--- config.mk ---
export PLATFORM = sky130hd
export DESIGN_NAME = i2s_mic_rx
export DESIGN_NICKNAME = d
export VERILOG_FILES = /design/src/rtl/i2s_mic_rx.sv
export SDC_FILE = /design/constraint.sdc
export NUM_CORES = 1
export LEC_CHECK = 0
export ABC_CLOCK_PERIOD_IN_PS = 2800
export CORE_MARGIN = 10
export CORE_UTILIZATION = 62
export CTS_BUF_LIST = sky130_fd_sc_hd__clkbuf_8 sky130_fd_sc_hd__clkbuf_16
export DETAILED_ROUTE_END_ITERATION = 16
export DONT_BUFFER_PORTS = 1
export PLACE_DENSITY = 0.78
export SETUP_SLACK_MARGIN = 0.05
export SYNTH_ARGS = -nofsm -noshare
export SYNTH_HDL_FRONTEND = slang
export SYNTH_SLANG_ARGS = --single-unit
--- constraint.sdc ---
create_clock -name clk -period 2.8 [get_ports clk]
set_input_delay 0.42 -clock clk [delete_from_list [all_inputs] [get_ports clk]]
set_output_delay 0.42 -clock clk [all_outputs]
set_load 0.05 [all_outputs]
--- src/rtl/i2s_mic_rx.sv ---
// I2S microphone receiver: generates BCLK/LRCLK from the system clock, captures
// the 16 MSBs of the left channel each frame and buffers them in a small FIFO.
module i2s_mic_rx #(
  parameter int CLK_DIV    = 4,
  parameter int FIFO_DEPTH = 4
) (
  input  logic        clk,
  input  logic        reset,
  output logic        i2s_bclk,
  output logic        i2s_lrclk,
  input  logic        i2s_sd,
  output logic [15:0] pcm_out,
  output logic        audio_valid,
  input  logic        sample_ack,
  output logic        overflow
);

  localparam int DIV_W = (CLK_DIV > 2) ? $clog2(CLK_DIV) : 1;
  localparam int PTR_W = $clog2(FIFO_DEPTH);
  localparam int CNT_W = PTR_W + 1;

  // Bit clock generation and slot tracking
  logic [DIV_W-1:0] div_q, div_d;
  logic             bclk_q, bclk_d;
  logic [5:0]       slot_q, slot_d;
  logic             div_wrap;
  logic             rise;
  logic             fall;

  // Left-channel capture
  logic [15:0] shift_q, shift_d;
  logic        push_q, push_d;

  // Sample FIFO
  logic [15:0]      mem_q [FIFO_DEPTH];
  logic [PTR_W-1:0] wr_ptr_q, wr_ptr_d;
  logic [PTR_W-1:0] rd_ptr_q, rd_ptr_d;
  logic [CNT_W-1:0] count_q, count_d;
  logic             valid_q, valid_d;
  logic             ovf_q, ovf_d;
  logic             full;
  logic             do_pop;
  logic             do_push;

  assign div_wrap = (div_q == DIV_W'(CLK_DIV - 1));
  assign rise     = div_wrap && !bclk_q;
  assign fall     = div_wrap && bclk_q;

  // NOTE: every signal assigned in always_comb gets a default first, so no
  // path leaves it unassigned and no latch is inferred.
  always_comb begin
    div_d  = div_q + 1'b1;
    bclk_d = bclk_q;
    slot_d = slot_q;
    if (div_wrap) begin
      div_d  = '0;
      bclk_d = ~bclk_q;
    end
    if (fall) begin
      slot_d = slot_q + 6'd1;
    end
  end

  // SD is stable around the BCLK rise because the mic only changes it after
  // the fall; slot 0 is the one-bit I2S delay, slots above 16 are discarded.
  always_comb begin
    shift_d = shift_q;
    push_d  = 1'b0;
    if (rise && (slot_q >= 6'd1) && (slot_q <= 6'd16)) begin
      shift_d = {shift_q[14:0], i2s_sd};
    end
    if (rise && (slot_q == 6'd16)) begin
      push_d = 1'b1;
    end
  end

  assign full    = (count_q == CNT_W'(FIFO_DEPTH));
  assign do_pop  = sample_ack && valid_q;
  assign do_push = push_q && (!full || do_pop);

  always_comb begin
    wr_ptr_d = wr_ptr_q;
    rd_ptr_d = rd_ptr_q;
    count_d  = count_q;
    ovf_d    = ovf_q;
    if (do_push) begin
      wr_ptr_d = wr_ptr_q + 1'b1;
    end
    if (do_pop) begin
      rd_ptr_d = rd_ptr_q + 1'b1;
    end
    unique case ({do_push, do_pop})
      2'b10:   count_d = count_q + 1'b1;
      2'b01:   count_d = count_q - 1'b1;
      default: count_d = count_q;
    endcase
    // A push into a full FIFO is dropped unless the consumer frees a slot now.
    if (push_q && full && !do_pop) begin
      ovf_d = 1'b1;
    end
    valid_d = (count_d != '0);
  end

  // NOTE: sequential state uses non-blocking assignments so every register
  // samples the pre-edge values of the others, regardless of statement order.
  always_ff @(posedge clk) begin
    if (reset) begin
      div_q    <= '0;
      bclk_q   <= 1'b0;
      slot_q   <= '0;
      shift_q  <= '0;
      push_q   <= 1'b0;
      wr_ptr_q <= '0;
      rd_ptr_q <= '0;
      count_q  <= '0;
      valid_q  <= 1'b0;
      ovf_q    <= 1'b0;
    end else begin
      div_q    <= div_d;
      bclk_q   <= bclk_d;
      slot_q   <= slot_d;
      shift_q  <= shift_d;
      push_q   <= push_d;
      wr_ptr_q <= wr_ptr_d;
      rd_ptr_q <= rd_ptr_d;
      count_q  <= count_d;
      valid_q  <= valid_d;
      ovf_q    <= ovf_d;
    end
  end

  // NOTE: the sample storage is not reset; the pointers and count define which
  // entries are meaningful, and leaving it unreset lets it map onto RAM.
  always_ff @(posedge clk) begin
    if (do_push) begin
      mem_q[wr_ptr_q] <= shift_q;
    end
  end

  assign i2s_bclk    = bclk_q;
  assign i2s_lrclk   = slot_q[5];
  assign audio_valid = valid_q;
  assign overflow    = ovf_q;
  assign pcm_out     = valid_q ? mem_q[rd_ptr_q] : 16'h0000;

endmodule

== Word level (Yosys, flattened, before mapping) ==
Memory sizes are Yosys's and may differ from the RTL's. A register that Yosys moved wholly into a read port is not among the register bits.
Index checks and enable logic that the tools add are counted.

* Add/subtract/negate cells: 6
* Magnitude comparators: 2
* Equal/unequal tests: 5
* Mux-type cells: 7
* Bitwise operators: 1
* Reductions and logical operators: 15

{| class="wikitable"
|+ Operators with widths
! operator !! count
|-
| $mux 16 || 1
|-
| $logic_and 1x1->1 || 9
|-
| $add 2x1->2 const B || 3
|-
| $add 6x1->6 const B || 1
|-
| $eq 6x5->1 const B || 1
|-
| $ge 6x1->1 const B || 1
|-
| $le 6x5->1 const B || 1
|-
| $pmux 3 s2 || 1
|-
| $eq 2x2->1 const B || 2
|-
| $mux 2 || 2
|-
| $add 3x1->3 const B || 1
|-
| $eq 3x3->1 const B || 1
|-
| $logic_not 1->1 || 3
|-
| $mux 1 || 3
|-
| $reduce_bool 3->1 || 1
|-
| $sub 3x1->3 const B || 1
|-
| $eq 2x1->1 const B || 1
|-
| $reduce_or 2->1 || 1
|-
| $logic_or 1x1->1 || 1
|-
| $not 1->1 || 1
|}

* Register bits: 35
* Bits in writable memories: 64
* Input bits: 4
* Output and inout port bits: 20
* Logic and storage cells: 47
* Memories kept: 1

{| class="wikitable"
|+ Memory list
! name !! words !! bits a word !! read ports !! clocked after memory_dff !! write ports !! RTL line !! text
|-
| mem_q || 4 || 16 || 1 || 1 || 1 || 35 || <nowiki>logic [15:0] mem_q [FIFO_DEPTH];</nowiki>
|}

== Longest topological paths before layout ==
* Word-level depth: 7
* Mapped depth: 8
* Mapped depth without buffers: 7

== Worst setup path after synthesis ==
OpenSTA, ideal clock, no wires.

* Kind: register -> register
* From: register valid_q, in the netlist audio_valid
* To: memory mem_q[0][0] (enable)
* Library setup time: 374 ps
* Arrival time: 1829 ps
* Data required time: 2426 ps
* Path slack: 597 ps
* Stages on the path, launching flop included: 5
* Period minus slack after synthesis: 2203 ps
* Path through: dfxtp_1 clkbuf_1 nand2_1 a21boi_1 and2_1

* Longest elaborated chain between the ends: 5

{| class="wikitable"
|+ RTL lines
! element !! RTL line !! text
|-
| from (decl) || 39 || <nowiki>logic valid_q, valid_d;</nowiki>
|-
| from (signal assigned) || 127 || <nowiki>valid_q <= valid_d;</nowiki>
|-
| $logic_and 1x1->1 || 78 || <nowiki>assign do_pop = sample_ack && valid_q;</nowiki>
|-
| $logic_or 1x1->1 || 79 || <nowiki>assign do_push = push_q && (!full || do_pop);</nowiki>
|-
| $logic_and 1x1->1 || 79 ||
|-
| $mux 1 || 135 || <nowiki>if (do_push) begin</nowiki>
|-
| $mux 1 (implied by the code) || 136 || <nowiki>mem_q[wr_ptr_q] <= shift_q;</nowiki>
|-
| to (decl) || 35 ||
|}

No other way between the ends.

==> impl_metrics.tcl <==
set metrics [dict create \
    port_buffers 0 \
    p_leak_nw 1.42 \
    drv_cap 0 \
    wl_met3_um 330 \
    synthCells 258 \
    start_util_pct 63.4 \
    grt_pass1_wl_mm 10.4 \
    p_per_area_mw_per_mm2 740 \
    synth_nets 272 \
    synth_warnings 0 \
    ff2ff_setup_slack_ns 0.77 \
    wl_met1_mm 2.86 \
    gr-total-overflow 0 \
    syn_avg_cell_area_sq_um 15.4 \
    ys_ff_latch 101 \
    vias 1969 \
    synth_common_cells "edfxtp_1, dfxtp_1, nor2_1" \
    fin_crit_sh_pct 82.2 \
    dr_wl_met2_mm 3.11 \
    finalClockSkew_ns 0.0110 \
    placed_cell_area_sq_mm 0.00409 \
    slew_headroom_pct 61.6 \
    max_stage_delay_ns 0.55 \
    synth_edf_count 64 \
    tritoncts "done" \
    antenna-diode-count 0 \
    dp_hpwl_mm 4.08 \
    cts.sinks 101 \
    status "finished, final reports clean" \
    drtAntennaViolNets 0 \
    cpMaxStageDelayCell "mux4_2" \
    fin_setup_tns_ns 0 \
    cts_setup_buffers 0 \
    synth-seq-area-share_pct 66.9 \
    design_area_sq_mm 0.00430 \
    required_ns 2.38 \
    cts-root-buf "clkbuf_8" \
    path_max_fanout 16 \
    final_max_slew_viol_count 0 \
    synth.area.top_cells "edfxtp_1, dfxtp_1, mux4_2, mux2i_1, and2_1" \
    r2r_start "slot_q[0]$_SDFFE_PP0P_" \
    drtIter0Drc 77 \
    fin_nets 280 \
    startpoint_type "flip-flop" \
    rows 29 \
    drt_pass1_iterations 4 \
    crit_chain "buf_4 > mux4_2 > and2_1" \
    synth_flop_cell "edfxtp_1" \
    grt_pass1_vias 2030 \
    antenna_found_initial 0 \
    synth_top_cell_by_area "edfxtp_1" \
    r2r_cells 7 \
    die-area_sq_mm 0.0100 \
    area_growth_pct 8.07 \
    crit_family "multiplexers" \
    vias_per_cell 5.66 \
    die_width_um 100 \
    max_clock_freq_ghz 0.435 \
    cp-endpoint "pcm_out[4]" \
    synthesis.area_sq_mm 0.00398 \
    yosysTopAreaCellShare_pct 48.3 \
    synth.distinct_cells 34 \
    layout-drive-gt1-share_pct 15.5 \
    finalSetupViolCount 0 \
    grt_max_degree 37 \
    hold_viol_final 0 \
    cts_made_buffers 9 \
    critical_path_buf_inv_count 1 \
    grt_usage_pct 13.6 \
    htreeDepth 3 \
    path_class "flip-flop to primary output" \
    ctsResizeCount 0 \
    core_area_sq_mm 0.00628 \
    synth_most_common_cell "edfxtp_1" \
    fin_crit_ns 2.30 \
    ir_drop_v 0.000384 \
    drt-total-wl_mm 6.43 \
    clk_latency_ns 0.36 \
    worst_pin_slew_ns 0.576 \
    dieHeight_um 100 \
    ios 24 \
    cp-end-kind "primary output" \
    cts_buffer_depth 2 \
    wl_per_cell_um 18.5 \
    total_power_mw 3.19 \
    rr_endpoint "shift_q[10]$_SDFFE_PP0P_" \
    async_flop_share_pct 0 \
    hold_class "input port to flip-flop" \
    final_util_pct 68.6 \
    highest_layer "met4" \
    rsz0062_at_grt "no" \
    gp_congestion 0.770 \
    drc_errors 0 \
    cp.depth 3 \
    hold_buffers 0 \
    cp.arrival_ns 1.88 \
    clk_pin_slew_worst_paths_ns 0.08 \
]
[logic make-up (layout without fill, tap and decap cells)]
group	Yosys count	after routing	share of synthesized area, %
adder cells (fa/ha/maj)	10	10	3.33
multiplexers	34	34	13.6
AO/OA/AOI/OAI	9	9	2.04
XOR/XNOR	11	11	2.42
buffers and inverters	20	33	2.14
flip-flops	101	101	66.9
AND/OR/NAND/NOR	73	73	9.65
[report_power, final]
| group | internal, mW | total (mW) | switching [mW] |
|---|---|---|---|
| logic | 0.169 | 0.593 | 0.424 |
| clock network | 0.499 | 0.973 | 0.475 |
| registers | 1.59 | 1.62 | 0.0269 |
[worst min path at each step]
stage,startpoint,to,cells past startpoint
after floorplan,div_q[0]$_SDFF_PP0_,div_q[0]$_SDFF_PP0_,1
after global placement,div_q[0]$_SDFF_PP0_,div_q[0]$_SDFF_PP0_,1
after detailed placement,div_q[0]$_SDFF_PP0_,div_q[0]$_SDFF_PP0_,1
after CTS,reset,shift_q[0]$_SDFFE_PP0P_,1
after global routing,reset,shift_q[2]$_SDFFE_PP0P_,1
final,reset,div_q[0]$_SDFF_PP0_,1
[per-stage QoR]
step / hold slack (ns) / std cells / setup slack (ns)
after floorplan: 0.404 / 258 / 0.597
after global placement: 0.408 / 332 / 0.827
after detailed placement: 0.417 / 332 / 0.770
after CTS: 0.111 / 348 / 0.456
after global routing: 0.0932 / 348 / 0.390
final: 0.118 / 348 / 0.499
[worst register-to-register path: stages, from the launching register on]
cell and delay, ns:
dfxtp_1 0.36, inv_1 0.09, ha_1 0.14, or3b_1 0.41, a221oi_4 0.29, buf_4 0.32, mux2i_1 0.26, nor2_1 0.06
[area by class of cell]
| class | instances | area [sq um] |
|---|---|---|
| inverter | 8 | 30.0 |
| timing repair buffer | 9 | 67.6 |
| tap | 77 | 96.3 |
| sequential | 101 | 2660 |
| fill | 418 | 1970 |
| multi-input combinational | 137 | 1230 |
| clock buffer | 9 | 124 |
| clock inverter | 7 | 88.8 |
[routing by layer]
metal,vias to the layer above,track usage [%]
li1,945,-
met1,986,16.4
met5,-,0
met3,9,4.60
met2,29,21.2
met4,0,7.17
[registers in the layout (all words and copies together) (netlist names), named ones only]
signal       cells
push_q           1
rd_ptr_q         2
shift_q         16
count_q          3
overflow         1
slot_q           6
wr_ptr_q         2
div_q            2
mem_q           64
i2s_bclk         1
audio_valid      1
[placed cells by master (no fill, tap or decap), types with 2 or more instances in the layout]
cell type   n
a21oi_1     3
buf_4       9
xnor2_1     4
mux4_2     16
and2_1     21
inv_1       9
or3b_1      2
mux2i_1    18
nor2b_1     2
nor3_1      2
nand4_1     2
edfxtp_1   64
clkbuf_8    9
nand2_1     4
xor2_1      7
nor4b_1     2
ha_1        9
dfxtp_1    37
nor2_1     31
nor3b_1     2
bufinv_16   2
No activity file was read; power rests on OpenSTA's default activity.
